`src/rtl/eth_rx_frame_ctrl_if.sv`:
```
// Receive-side bundle between the RMII deserializer/CRC engine, the frame controller and the rx buffer.
// The slave modport is the controller's view; the master modport drives the inputs and observes the results.
interface eth_rx_frame_ctrl_if #(
  parameter int pNUM_ETYPE = 2
);
  logic                      crs_dv_i;
  logic [1:0]                rxd_i;
  logic                      byte_rdy_i;
  logic [7:0]                rx_byte_i;
  logic [31:0]               crc_computed_i;
  logic [47:0]               mac_addr_i;
  logic                      promisc_i;
  logic                      etype_filt_en_i;
  logic [16*pNUM_ETYPE-1:0]  etype_list_i;

  logic                      rx_en_o;
  logic                      crc_en_o;
  logic                      pay_vld_o;
  logic                      pay_sof_o;
  logic [7:0]                pay_data_o;
  logic                      frame_done_o;
  logic                      frame_good_o;
  logic                      drop_o;
  logic                      err_crc_o;
  logic                      err_runt_o;
  logic                      err_giant_o;
  logic [2:0]                etype_idx_o;
  logic [15:0]               frame_len_o;

  modport slave (
    input  crs_dv_i, rxd_i, byte_rdy_i, rx_byte_i, crc_computed_i,
           mac_addr_i, promisc_i, etype_filt_en_i, etype_list_i,
    output rx_en_o, crc_en_o, pay_vld_o, pay_sof_o, pay_data_o,
           frame_done_o, frame_good_o, drop_o, err_crc_o, err_runt_o,
           err_giant_o, etype_idx_o, frame_len_o
  );

  modport master (
    output crs_dv_i, rxd_i, byte_rdy_i, rx_byte_i, crc_computed_i,
           mac_addr_i, promisc_i, etype_filt_en_i, etype_list_i,
    input  rx_en_o, crc_en_o, pay_vld_o, pay_sof_o, pay_data_o,
           frame_done_o, frame_good_o, drop_o, err_crc_o, err_runt_o,
           err_giant_o, etype_idx_o, frame_len_o
  );
endinterface

```
`src/rtl/eth_rx_frame_ctrl.sv`:
```
// RMII receive frame controller: preamble/SFD lock, DA + ethertype filtering, payload stream, length/CRC status.
// Payload one cycle after Byte_Rdy; Frame_Done two cycles after carrier loss or filter reject; no backpressure.
module eth_rx_frame_ctrl #(
  parameter int          pPREAMBLE_MIN = 31,
  parameter int          pNUM_ETYPE    = 2,
  parameter int          pMIN_FRAME    = 64,
  parameter int          pMAX_FRAME    = 1518,
  parameter logic [31:0] pCRC_RESIDUE  = 32'hDEBB20E3
) (
  input logic                clk_i,
  input logic                rst_i,
  eth_rx_frame_ctrl_if.slave rx_if
);

  localparam logic [7:0]  PRE_MIN = 8'(pPREAMBLE_MIN);
  localparam logic [15:0] MIN_LEN = 16'(pMIN_FRAME);
  localparam logic [16:0] MAX_LEN = 17'(pMAX_FRAME);

  typedef enum logic [1:0] {P_WAIT, P_IDLE, P_PRE, P_DATA} p_state_e;
  typedef enum logic [2:0] {B_IDLE, B_DA, B_SA, B_TYPE, B_BODY, B_END, B_DROP} b_state_e;

  typedef struct packed {
    logic        good;
    logic        drop;
    logic        err_crc;
    logic        err_runt;
    logic        err_giant;
    logic [2:0]  idx;
    logic [15:0] len;
  } status_t;

  p_state_e    p_state_q, p_state_d;
  logic [7:0]  pre_cnt_q, pre_cnt_d;
  logic        rx_en_q, rx_en_d;
  logic        crc_en_q, crc_en_d;

  b_state_e    b_state_q, b_state_d;
  logic [15:0] len_q, len_d;
  logic        ucast_q, ucast_d;
  logic        bcast_q, bcast_d;
  logic [7:0]  type_hi_q, type_hi_d;
  logic [2:0]  idx_q, idx_d;
  logic        giant_q, giant_d;
  logic        first_q, first_d;
  logic        pay_vld_q, pay_vld_d;
  logic        pay_sof_q, pay_sof_d;
  logic [7:0]  pay_data_q, pay_data_d;
  logic        done_q, done_d;
  status_t     status_q, status_d;

  logic        sfd_seen;
  logic        eof;
  logic        drop_req;
  logic        byte_acc;
  logic [5:0]  mac_sel;
  logic [7:0]  mac_byte;
  logic [15:0] etype_w;
  logic        etype_hit;
  logic [2:0]  etype_hit_idx;

  assign byte_acc = rx_if.byte_rdy_i & rx_en_q;
  assign mac_sel  = 6'd40 - {len_q[2:0], 3'b000};
  assign mac_byte = rx_if.mac_addr_i[mac_sel +: 8];
  assign etype_w  = {type_hi_q, rx_if.rx_byte_i};

  // Scan from the top so the lowest matching entry wins.
  always_comb begin
    etype_hit     = 1'b0;
    etype_hit_idx = 3'd0;
    for (int i = pNUM_ETYPE - 1; i >= 0; i--) begin
      if (rx_if.etype_list_i[16*i +: 16] == etype_w) begin
        etype_hit     = 1'b1;
        etype_hit_idx = 3'(i);
      end
    end
  end

  always_comb begin
    p_state_d = p_state_q;
    pre_cnt_d = pre_cnt_q;
    rx_en_d   = rx_en_q;
    crc_en_d  = crc_en_q;
    sfd_seen  = 1'b0;
    eof       = 1'b0;
    case (p_state_q)
      P_WAIT: if (!rx_if.crs_dv_i) p_state_d = P_IDLE;
      P_IDLE: begin
        if (rx_if.crs_dv_i && rx_if.rxd_i == 2'b01) begin
          p_state_d = P_PRE;
          pre_cnt_d = 8'd1;
        end
      end
      P_PRE: begin
        if (rx_if.crs_dv_i && rx_if.rxd_i == 2'b01) begin
          if (pre_cnt_q != 8'hFF) pre_cnt_d = pre_cnt_q + 8'd1;
        end else if (rx_if.crs_dv_i && rx_if.rxd_i == 2'b11 && pre_cnt_q >= PRE_MIN) begin
          p_state_d = P_DATA;
          rx_en_d   = 1'b1;
          crc_en_d  = 1'b1;
          sfd_seen  = 1'b1;
        end else begin
          p_state_d = P_IDLE;
        end
      end
      P_DATA: begin
        if (!rx_if.crs_dv_i) begin
          p_state_d = P_IDLE;
          rx_en_d   = 1'b0;
          eof       = 1'b1;
        end else if (drop_req) begin
          // Wait for carrier to drop so we never relock inside the rejected frame.
          p_state_d = P_WAIT;
          rx_en_d   = 1'b0;
        end
      end
      default: p_state_d = P_WAIT;
    endcase
    if (drop_req || b_state_q == B_END) crc_en_d = 1'b0;
  end

  always_comb begin
    b_state_d  = b_state_q;
    len_d      = len_q;
    ucast_d    = ucast_q;
    bcast_d    = bcast_q;
    type_hi_d  = type_hi_q;
    idx_d      = idx_q;
    giant_d    = giant_q;
    first_d    = first_q;
    pay_vld_d  = 1'b0;
    pay_sof_d  = 1'b0;
    pay_data_d = pay_data_q;
    done_d     = 1'b0;
    status_d   = status_q;
    drop_req   = 1'b0;

    if (byte_acc && b_state_q != B_IDLE && len_q != 16'hFFFF) len_d = len_q + 16'd1;

    case (b_state_q)
      B_IDLE: begin
        if (sfd_seen) begin
          b_state_d = B_DA;
          len_d     = 16'd0;
          ucast_d   = 1'b1;
          bcast_d   = 1'b1;
          idx_d     = 3'd0;
          giant_d   = 1'b0;
          first_d   = 1'b1;
        end
      end
      B_DA: begin
        if (byte_acc) begin
          ucast_d = ucast_q & (rx_if.rx_byte_i == mac_byte);
          bcast_d = bcast_q & (rx_if.rx_byte_i == 8'hFF);
          if (len_q == 16'd5) begin
            if (rx_if.promisc_i || ucast_d || bcast_d) b_state_d = B_SA;
            else                                       drop_req  = 1'b1;
          end
        end
      end
      B_SA: if (byte_acc && len_q == 16'd11) b_state_d = B_TYPE;
      B_TYPE: begin
        if (byte_acc) begin
          if (len_q == 16'd12) begin
            type_hi_d = rx_if.rx_byte_i;
          end else if (rx_if.etype_filt_en_i && !etype_hit) begin
            drop_req = 1'b1;
          end else begin
            b_state_d = B_BODY;
            idx_d     = rx_if.etype_filt_en_i ? etype_hit_idx : 3'd0;
          end
        end
      end
      B_BODY: begin
        if (byte_acc) begin
          if (({1'b0, len_q} + 17'd1) > MAX_LEN) begin
            giant_d = 1'b1;
          end else begin
            pay_vld_d  = 1'b1;
            pay_sof_d  = first_q;
            pay_data_d = rx_if.rx_byte_i;
            first_d    = 1'b0;
          end
        end
      end
      B_END: begin
        done_d             = 1'b1;
        status_d.drop      = 1'b0;
        status_d.err_crc   = (rx_if.crc_computed_i != pCRC_RESIDUE);
        status_d.err_runt  = (len_q < MIN_LEN);
        status_d.err_giant = giant_q;
        status_d.idx       = idx_q;
        status_d.len       = len_q;
        status_d.good      = ~status_d.err_crc & ~status_d.err_runt & ~status_d.err_giant;
        b_state_d          = B_IDLE;
      end
      B_DROP: begin
        done_d        = 1'b1;
        status_d      = '0;
        status_d.drop = 1'b1;
        status_d.idx  = idx_q;
        status_d.len  = len_q;
        b_state_d     = B_IDLE;
      end
      default: b_state_d = B_IDLE;
    endcase

    if (drop_req) b_state_d = B_DROP;
    else if (eof && b_state_q inside {B_DA, B_SA, B_TYPE, B_BODY}) b_state_d = B_END;
  end

  always_ff @(posedge clk_i) begin
    if (rst_i) begin
      p_state_q  <= P_WAIT;
      pre_cnt_q  <= 8'd0;
      rx_en_q    <= 1'b0;
      crc_en_q   <= 1'b0;
      b_state_q  <= B_IDLE;
      len_q      <= 16'd0;
      ucast_q    <= 1'b0;
      bcast_q    <= 1'b0;
      type_hi_q  <= 8'd0;
      idx_q      <= 3'd0;
      giant_q    <= 1'b0;
      first_q    <= 1'b0;
      pay_vld_q  <= 1'b0;
      pay_sof_q  <= 1'b0;
      pay_data_q <= 8'd0;
      done_q     <= 1'b0;
      status_q   <= '0;
    end else begin
      p_state_q  <= p_state_d;
      pre_cnt_q  <= pre_cnt_d;
      rx_en_q    <= rx_en_d;
      crc_en_q   <= crc_en_d;
      b_state_q  <= b_state_d;
      len_q      <= len_d;
      ucast_q    <= ucast_d;
      bcast_q    <= bcast_d;
      type_hi_q  <= type_hi_d;
      idx_q      <= idx_d;
      giant_q    <= giant_d;
      first_q    <= first_d;
      pay_vld_q  <= pay_vld_d;
      pay_sof_q  <= pay_sof_d;
      pay_data_q <= pay_data_d;
      done_q     <= done_d;
      status_q   <= status_d;
    end
  end

  assign rx_if.rx_en_o      = rx_en_q;
  assign rx_if.crc_en_o     = crc_en_q;
  assign rx_if.pay_vld_o    = pay_vld_q;
  assign rx_if.pay_sof_o    = pay_sof_q;
  assign rx_if.pay_data_o   = pay_data_q;
  assign rx_if.frame_done_o = done_q;
  assign rx_if.frame_good_o = status_q.good;
  assign rx_if.drop_o       = status_q.drop;
  assign rx_if.err_crc_o    = status_q.err_crc;
  assign rx_if.err_runt_o   = status_q.err_runt;
  assign rx_if.err_giant_o  = status_q.err_giant;
  assign rx_if.etype_idx_o  = status_q.idx;
  assign rx_if.frame_len_o  = status_q.len;

endmodule

```
`src/flat_wrapper.sv`:
```
// flat-port wrapper written by rule: the top's interface ports become plain ports
module eth_rx_frame_ctrl_flat 
#(
  parameter int          pPREAMBLE_MIN = 31,
  parameter int          pNUM_ETYPE    = 2,
  parameter int          pMIN_FRAME    = 64,
  parameter int          pMAX_FRAME    = 1518,
  parameter logic [31:0] pCRC_RESIDUE  = 32'hDEBB20E3
)
  (clk_i, rst_i, rx_if_crs_dv_i, rx_if_rxd_i, rx_if_byte_rdy_i, rx_if_rx_byte_i, rx_if_crc_computed_i, rx_if_mac_addr_i, rx_if_promisc_i, rx_if_etype_filt_en_i, rx_if_etype_list_i, rx_if_rx_en_o, rx_if_crc_en_o, rx_if_pay_vld_o, rx_if_pay_sof_o, rx_if_pay_data_o, rx_if_frame_done_o, rx_if_frame_good_o, rx_if_drop_o, rx_if_err_crc_o, rx_if_err_runt_o, rx_if_err_giant_o, rx_if_etype_idx_o, rx_if_frame_len_o);
  eth_rx_frame_ctrl_if #(.pNUM_ETYPE(pNUM_ETYPE)) rx_if_i ();
  input logic clk_i;
  input logic rst_i;
  input wire logic [$bits(rx_if_i.crs_dv_i)-1:0] rx_if_crs_dv_i;
  input wire logic [$bits(rx_if_i.rxd_i)-1:0] rx_if_rxd_i;
  input wire logic [$bits(rx_if_i.byte_rdy_i)-1:0] rx_if_byte_rdy_i;
  input wire logic [$bits(rx_if_i.rx_byte_i)-1:0] rx_if_rx_byte_i;
  input wire logic [$bits(rx_if_i.crc_computed_i)-1:0] rx_if_crc_computed_i;
  input wire logic [$bits(rx_if_i.mac_addr_i)-1:0] rx_if_mac_addr_i;
  input wire logic [$bits(rx_if_i.promisc_i)-1:0] rx_if_promisc_i;
  input wire logic [$bits(rx_if_i.etype_filt_en_i)-1:0] rx_if_etype_filt_en_i;
  input wire logic [$bits(rx_if_i.etype_list_i)-1:0] rx_if_etype_list_i;
  output wire logic [$bits(rx_if_i.rx_en_o)-1:0] rx_if_rx_en_o;
  output wire logic [$bits(rx_if_i.crc_en_o)-1:0] rx_if_crc_en_o;
  output wire logic [$bits(rx_if_i.pay_vld_o)-1:0] rx_if_pay_vld_o;
  output wire logic [$bits(rx_if_i.pay_sof_o)-1:0] rx_if_pay_sof_o;
  output wire logic [$bits(rx_if_i.pay_data_o)-1:0] rx_if_pay_data_o;
  output wire logic [$bits(rx_if_i.frame_done_o)-1:0] rx_if_frame_done_o;
  output wire logic [$bits(rx_if_i.frame_good_o)-1:0] rx_if_frame_good_o;
  output wire logic [$bits(rx_if_i.drop_o)-1:0] rx_if_drop_o;
  output wire logic [$bits(rx_if_i.err_crc_o)-1:0] rx_if_err_crc_o;
  output wire logic [$bits(rx_if_i.err_runt_o)-1:0] rx_if_err_runt_o;
  output wire logic [$bits(rx_if_i.err_giant_o)-1:0] rx_if_err_giant_o;
  output wire logic [$bits(rx_if_i.etype_idx_o)-1:0] rx_if_etype_idx_o;
  output wire logic [$bits(rx_if_i.frame_len_o)-1:0] rx_if_frame_len_o;
  assign rx_if_i.crs_dv_i = rx_if_crs_dv_i;
  assign rx_if_i.rxd_i = rx_if_rxd_i;
  assign rx_if_i.byte_rdy_i = rx_if_byte_rdy_i;
  assign rx_if_i.rx_byte_i = rx_if_rx_byte_i;
  assign rx_if_i.crc_computed_i = rx_if_crc_computed_i;
  assign rx_if_i.mac_addr_i = rx_if_mac_addr_i;
  assign rx_if_i.promisc_i = rx_if_promisc_i;
  assign rx_if_i.etype_filt_en_i = rx_if_etype_filt_en_i;
  assign rx_if_i.etype_list_i = rx_if_etype_list_i;
  assign rx_if_rx_en_o = rx_if_i.rx_en_o;
  assign rx_if_crc_en_o = rx_if_i.crc_en_o;
  assign rx_if_pay_vld_o = rx_if_i.pay_vld_o;
  assign rx_if_pay_sof_o = rx_if_i.pay_sof_o;
  assign rx_if_pay_data_o = rx_if_i.pay_data_o;
  assign rx_if_frame_done_o = rx_if_i.frame_done_o;
  assign rx_if_frame_good_o = rx_if_i.frame_good_o;
  assign rx_if_drop_o = rx_if_i.drop_o;
  assign rx_if_err_crc_o = rx_if_i.err_crc_o;
  assign rx_if_err_runt_o = rx_if_i.err_runt_o;
  assign rx_if_err_giant_o = rx_if_i.err_giant_o;
  assign rx_if_etype_idx_o = rx_if_i.etype_idx_o;
  assign rx_if_frame_len_o = rx_if_i.frame_len_o;
  eth_rx_frame_ctrl #(.pPREAMBLE_MIN(pPREAMBLE_MIN), .pNUM_ETYPE(pNUM_ETYPE), .pMIN_FRAME(pMIN_FRAME), .pMAX_FRAME(pMAX_FRAME), .pCRC_RESIDUE(pCRC_RESIDUE)) u_core (.clk_i(clk_i), .rst_i(rst_i), .rx_if(rx_if_i));
endmodule
```
`config.mk`:
```
export PLATFORM = sky130hd
export DESIGN_NAME = eth_rx_frame_ctrl_flat
export DESIGN_NICKNAME = d
export VERILOG_FILES = /design/src/rtl/eth_rx_frame_ctrl_if.sv /design/src/rtl/eth_rx_frame_ctrl.sv /design/src/flat_wrapper.sv
export SDC_FILE = /design/constraint.sdc
export NUM_CORES = 1
export LEC_CHECK = 0
export ABC_AREA = 1
export BUFFER_PORTS_ARGS = -buffer_cell sky130_fd_sc_hd__clkbuf_2
export CAP_MARGIN = 40
export CORE_MARGIN = 5
export CORE_UTILIZATION = 29
export DETAILED_ROUTE_END_ITERATION = 10
export SLEW_MARGIN = 20
export SYNTH_ARGS = -nofsm -noshare
export SYNTH_HDL_FRONTEND = slang
export SYNTH_SLANG_ARGS = --single-unit
```
`constraint.sdc`:
```
create_clock -name clk_i -period 2.91 [get_ports clk_i]
set_input_delay 0.7275 -clock clk_i [delete_from_list [all_inputs] [get_ports clk_i]]
set_output_delay 0.7275 -clock clk_i [all_outputs]
set_load 0.01 [all_outputs]
```
Word level (Yosys, flattened, before mapping)
Index checks and enable logic that the tools add are counted.
Widths: inputs -> output; s select.
{"block": "op_classes", "bitwise_logic": 12, "shift": 1, "magnitude_cmp": 3, "reduce_logical": 39, "mux": 67, "add_sub_neg": 4, "n_eq_ne": 54}
{"op": "$mux 16", "n": 3}
{"op": "$pmux 24 s2", "n": 1}
{"op": "$shiftx 48x7->8", "n": 1}
{"op": "$mux 3", "n": 14}
{"op": "$eq 16x16->1", "n": 2}
{"op": "$eq 16x4->1 const B", "n": 2}
{"op": "$ne 32x32->1 const B", "n": 1}
{"op": "$mux 1", "n": 30}
{"op": "$mux 8", "n": 3}
{"op": "$ne 3x2->1 const B", "n": 7}
{"op": "$ne 4x2->1 const B", "n": 5}
{"op": "$reduce_and 4->1", "n": 5}
{"op": "$ne 2x1->1 const B", "n": 9}
{"op": "$reduce_and 9->1", "n": 2}
{"op": "$add 16x1->17 const B", "n": 1}
{"op": "$gt 17x11->1 const B", "n": 1}
{"op": "$add 16x1->16 const B", "n": 1}
{"op": "$eq 16x3->1 const B", "n": 1}
{"op": "$lt 16x7->1 const B", "n": 1}
{"op": "$ne 16x16->1 const B", "n": 1}
{"op": "$pmux 8 s2", "n": 1}
{"op": "$pmux 3 s5", "n": 1}
{"op": "$mux 2", "n": 6}
{"op": "$ne 2x2->1 const B", "n": 6}
{"op": "33 further kinds", "n": 75}
{"block": "word_totals", "output_inout_bits": 37, "input_bits": 128, "ff_bits": 81, "elab_cells": 204}

Depth between registers and ports, before layout
{"block": "depth", "word_depth": 13, "mapped_depth": 22, "depth_no_buf": 21}

Least setup slack after synthesis
Ideal clock, no wire load.
{"block": "synth_timing", "path_kind": "flip-flop to flip-flop", "startpoint": "reg u_core.len_q[1]", "endpoint": "reg u_core.pay_data_q[0] (netlist: u_core.rx_if.pay_data_o[0])", "setup_ps": 113, "path_slack_ps": 628, "arrival_time_ps": 2169, "path_buffers": 1, "stages_incl_launch_ff": 16, "t_required_ps": 2797, "period_less_slack_ps": 2282, "path_cell_list": "dfxtp_1 -> ha_1 -> inv_1 -> nor2_2 -> nand3_2 -> nor2_2 -> nand3_2 -> nor2_2 -> nand3_1 -> xor2_1 -> nand2_1 -> nor3_4 -> nand3_4 -> buf_8 -> nor2_1 -> nor2_1"}
{"block": "synth_via", "elab_chain_len": 4}
{"element": "start, declared", "line_no": "eth_rx_frame_ctrl.sv:38", "source": "logic [15:0] len_q, len_d;"}
{"element": "start signal, assigned", "line_no": "eth_rx_frame_ctrl.sv:237", "source": "len_q <= len_d;"}
{"element": "$add 16x1->17", "line_no": "eth_rx_frame_ctrl.sv:176", "source": "if (({1'b0, len_q} + 17'd1) > MAX_LEN) begin"}
{"element": "$gt 17x11->1", "line_no": "eth_rx_frame_ctrl.sv:176"}
{"element": "$not 1->1 (no line)"}
{"element": "$reduce_and 3->1 (no line)"}
{"element": "end signal, assigned", "line_no": "eth_rx_frame_ctrl.sv:246", "source": "pay_data_q <= pay_data_d;"}
{"element": "end, declared", "line_no": "eth_rx_frame_ctrl.sv:47", "source": "logic [7:0] pay_data_q, pay_data_d;"}
No other way between the ends.
A chain may end at the register's enable or synchronous reset.

Worst setup path after layout
{"block": "layout_timing", "startpoint": "reg u_core.len_q[2]", "endpoint": "reg u_core.pay_data_q[4] (netlist: u_core.rx_if.pay_data_o[4])"}
The elaborated chain is that of the path after synthesis.

==> results.sh <==
export IMPL_drtPass1Iterations=4
export IMPL_area_growth_syn_to_layout_pct=26.7
export IMPL_die_h_um=140
export IMPL_hold_buffers=0
export IMPL_cts_sinks=77
export IMPL_critical_path_arrival_ns=2.82
export IMPL_startpoint="u_core.len_q[2]$_SDFF_PP0_"
export IMPL_pwr_density_cell_nw_per_um2=450
export IMPL_switchingPower_mw=0.757
export IMPL_p_leak_nw=3.05
export IMPL_slew_headroom_pct=61.8
export IMPL_swShare_pct=27.2
export IMPL_viasPerCell=4.54
export IMPL_port_buffers=162
export IMPL_internal_power_mw=2.02
export IMPL_cts_max_level=3
export IMPL_wire_per_inst_um=13.1
export IMPL_finClkSkew_ns=0.00557
export IMPL_drive_gt1_share_pct=23.2
export IMPL_final_cells=1131
export IMPL_worstReg2RegStart="u_core.len_q[2]$_SDFF_PP0_"
export IMPL_vdd_ir_drop_max_mv=0.331
export IMPL_timing_hold_ws_ns=0.454
export IMPL_crit_type="reg2reg"
export IMPL_p_clk_share_pct=42.2
export IMPL_grt_pass1_vias=5026
export IMPL_drc=0
export IMPL_rsz0062_at_grt="no"
export IMPL_die_area_um2=19500
export IMPL_max_freq_mhz=393
export IMPL_setup_ws_ns=0.367
export IMPL_drt_iter0_drc=284
export IMPL_rows=47
export IMPL_synth_seq_area_share_pct=31.6
export IMPL_hpwl_um=11600
export IMPL_grt_pass1_wl_um=24600
export IMPL_cp_end_kind="flip-flop"
export IMPL_io_pins=165
export IMPL_sequentialPowerShare_pct=40.5
export IMPL_power_total_mw=2.78
export IMPL_async_flop_share_pct=0
export IMPL_setup_viol=0
export IMPL_post_cts_buffers=0
export IMPL_postRouteAntennaNets=0
export IMPL_synth_distinct_cells=48
export IMPL_initial_core_util_pct=29.5
export IMPL_yosys_most_used_dff="dfxtp_1"
export IMPL_nets=1041
export IMPL_place_ws_ns=0.343
export IMPL_insertedDiodeCount=0
export IMPL_required_ns=3.19
export IMPL_cts_resized=0
export IMPL_gp_congestion=0.843
export IMPL_hold_class="reg2reg"
export IMPL_maxCapViolations=0
export IMPL_die_x_um=140
export IMPL_yosys_warnings=0
export IMPL_maxSlewViolCount=0
export IMPL_worstSkewPairLatency_ns=0.34
export IMPL_drt_total_wl_um=14800
export IMPL_numCtsBuffers=9
export IMPL_cts_buffer_depth=2
export IMPL_track_usage_pct=15.2
export IMPL_antenna_found_initial=0
export IMPL_layout_min_cycle_time_ns=2.54
export IMPL_synthesis_area_um2=4880
export IMPL_clk_pin_slew_worst_paths_ns=0.06
export IMPL_clockRootBuffer="clkbuf_16"
export IMPL_pwr_share_comb_pct=17.3
export IMPL_status="complete, no violations"
export IMPL_route_vias_total=5131
export IMPL_grt_max_degree=39
export IMPL_min_from="u_core.rx_if.crc_en_o$_SDFFE_PP0P_"
export IMPL_syn_avg_cell_area_um2=6.48
export IMPL_synth_edf_count=0
export IMPL_grt_overflow=0
export IMPL_tightest_slew_ns=0.572
export IMPL_dp_cells=1117
export IMPL_synth_seq_cells=77
export IMPL_final_hold_violation_count=0
export IMPL_synthCells=753
export IMPL_critPathLaunchType="flip-flop"
export IMPL_path_max_fanout=19
export IMPL_tns_ns=0
export IMPL_core_area_um2=16500
export IMPL_fin_crit_sh_pct=87.4
export IMPL_cts_tree="done"
-- Yosys cell counts (2+ instances only) --
cell type  instances  area share [%]
nand2_1          158              12
inv_1            116             8.9
nor2_1            93             7.2
dfxtp_1           77              32
a21oi_1           44             4.5
o21ai_0           43             4.4
nand3_1           37             3.8
nor3_1            20             2.1
xnor2_1           20             3.6
a211oi_1          18             2.8
xor2_1            17             3.1
nand4_1           16             2.1
clkbuf_1          12            0.92
nor4_1             8             1.0
o21a_1             8             1.2
buf_2              6            0.62
nor2_2             6            0.77
or2_2              6            0.77
ha_1               5             1.3
nand3_2            5             1.0
buf_4              3            0.46
o21ai_1            3            0.31
a221oi_1           2            0.36
and3_1             2            0.26
buf_6              2            0.46
clkbuf_2           2            0.21
nand2_2            2            0.26
nand3b_1           2            0.31
-- logic make-up (layout without fill, tap and decap cells) --
logic type	count (synthesis)	in the layout	share of synthesized area (%)
AOI/OAI and AO/OA	128	128	15.3
other	1	2	0.0768
buffers and inverters	145	302	12.2
DFF	77	77	31.6
xor gates and xnor gates	37	37	6.64
adders and majority gates	5	5	1.28
and+or+nand+nor	360	360	32.9
-- metal layers --
layer	track usage (%)	up-vias	wire length (um)
met5	0	-	0
met2	24.4	181	6360
met1	20.0	2209	7140
li1	-	2725	-
met4	3.67	0	199
met3	4.80	16	1120
-- through the flow --
stage	utilization, %	cell area (um2)
2_1_floorplan	-	4880
3_3_place_gp	35.6	5880
3_5_place_dp	35.6	5880
4_1_cts	37.4	6180
5_1_grt	37.4	6180
6_report	37.4	6180
-- final timing paths --
path | endpoint | slack [ns] | cells past startpoint
max reg2reg | u_core.rx_if.pay_data_o[4]$_SDFFE_PP0P_ | 0.37 | 14
max | u_core.rx_if.pay_data_o[4]$_SDFFE_PP0P_ | 0.37 | 14
min | u_core.rx_if.crc_en_o$_SDFFE_PP0P_ | 0.45 | 2
min reg2reg | u_core.rx_if.crc_en_o$_SDFFE_PP0P_ | 0.45 | 2
-- cell usage in the layout (no fill, tap or decap), types with 8 or more instances in the layout --
cell type  netlist  layout
inv_1          116     116
xnor2_1         20      20
nand3_1         37      37
nand2_1        158     158
a21oi_1         44      44
a211oi_1        18      18
dfxtp_1         77      77
nand4_1         16      16
clkbuf_16        0       9
nor2_1          93      93
nor3_1          20      20
nor4_1           8       8
o21ai_0         43      43
o21a_1           8       8
xor2_1          17      17
clkbuf_2         2     162
-- sequential cells by signal, indices dropped and copies added (netlist names), 2 cells and up --
| name | cells |
|---|---|
| u_core.type_hi_q | 8 |
| u_core.pre_cnt_q | 8 |
| u_core.p_state_q | 2 |
| u_core.len_q | 16 |
| u_core.rx_if.frame_len_o | 16 |
| u_core.rx_if.pay_data_o | 8 |
| u_core.b_state_q | 3 |
-- worst max-delay path, cell delays in order (launching register included) --
cell     delay, ns
dfxtp_1       0.47
ha_2          0.26
nand3_2       0.09
nor2_2        0.17
nand3_2       0.12
inv_1         0.09
nand4_1       0.12
nor2_1        0.14
xnor2_1       0.15
nand2_1       0.12
nor3_4        0.26
nand3_4       0.24
nand2_1       0.12
nand2_1       0.05
nor2_1        0.09
-- power groups by stage --
stage          clock network [mW]  logic [mW]  registers, mW
2_1_floorplan                   0       0.301           1.14
3_3_place_gp                    0       0.478           1.15
3_5_place_dp                    0       0.477           1.15
4_1_cts                      1.20       0.480           1.13
5_1_grt                      1.25       0.557           1.13
6_report                     1.17       0.483           1.13
-- final cells by class --
class	instances	area, um2
clock buffer	9	225
clock inverter	5	77.6
fill	1783	10300
inverter	119	449
multi-input combinational	532	2750
sequential	77	1540
tap	220	275
timing repair buffer	169	863
Power figures use the tool's default switching activity.
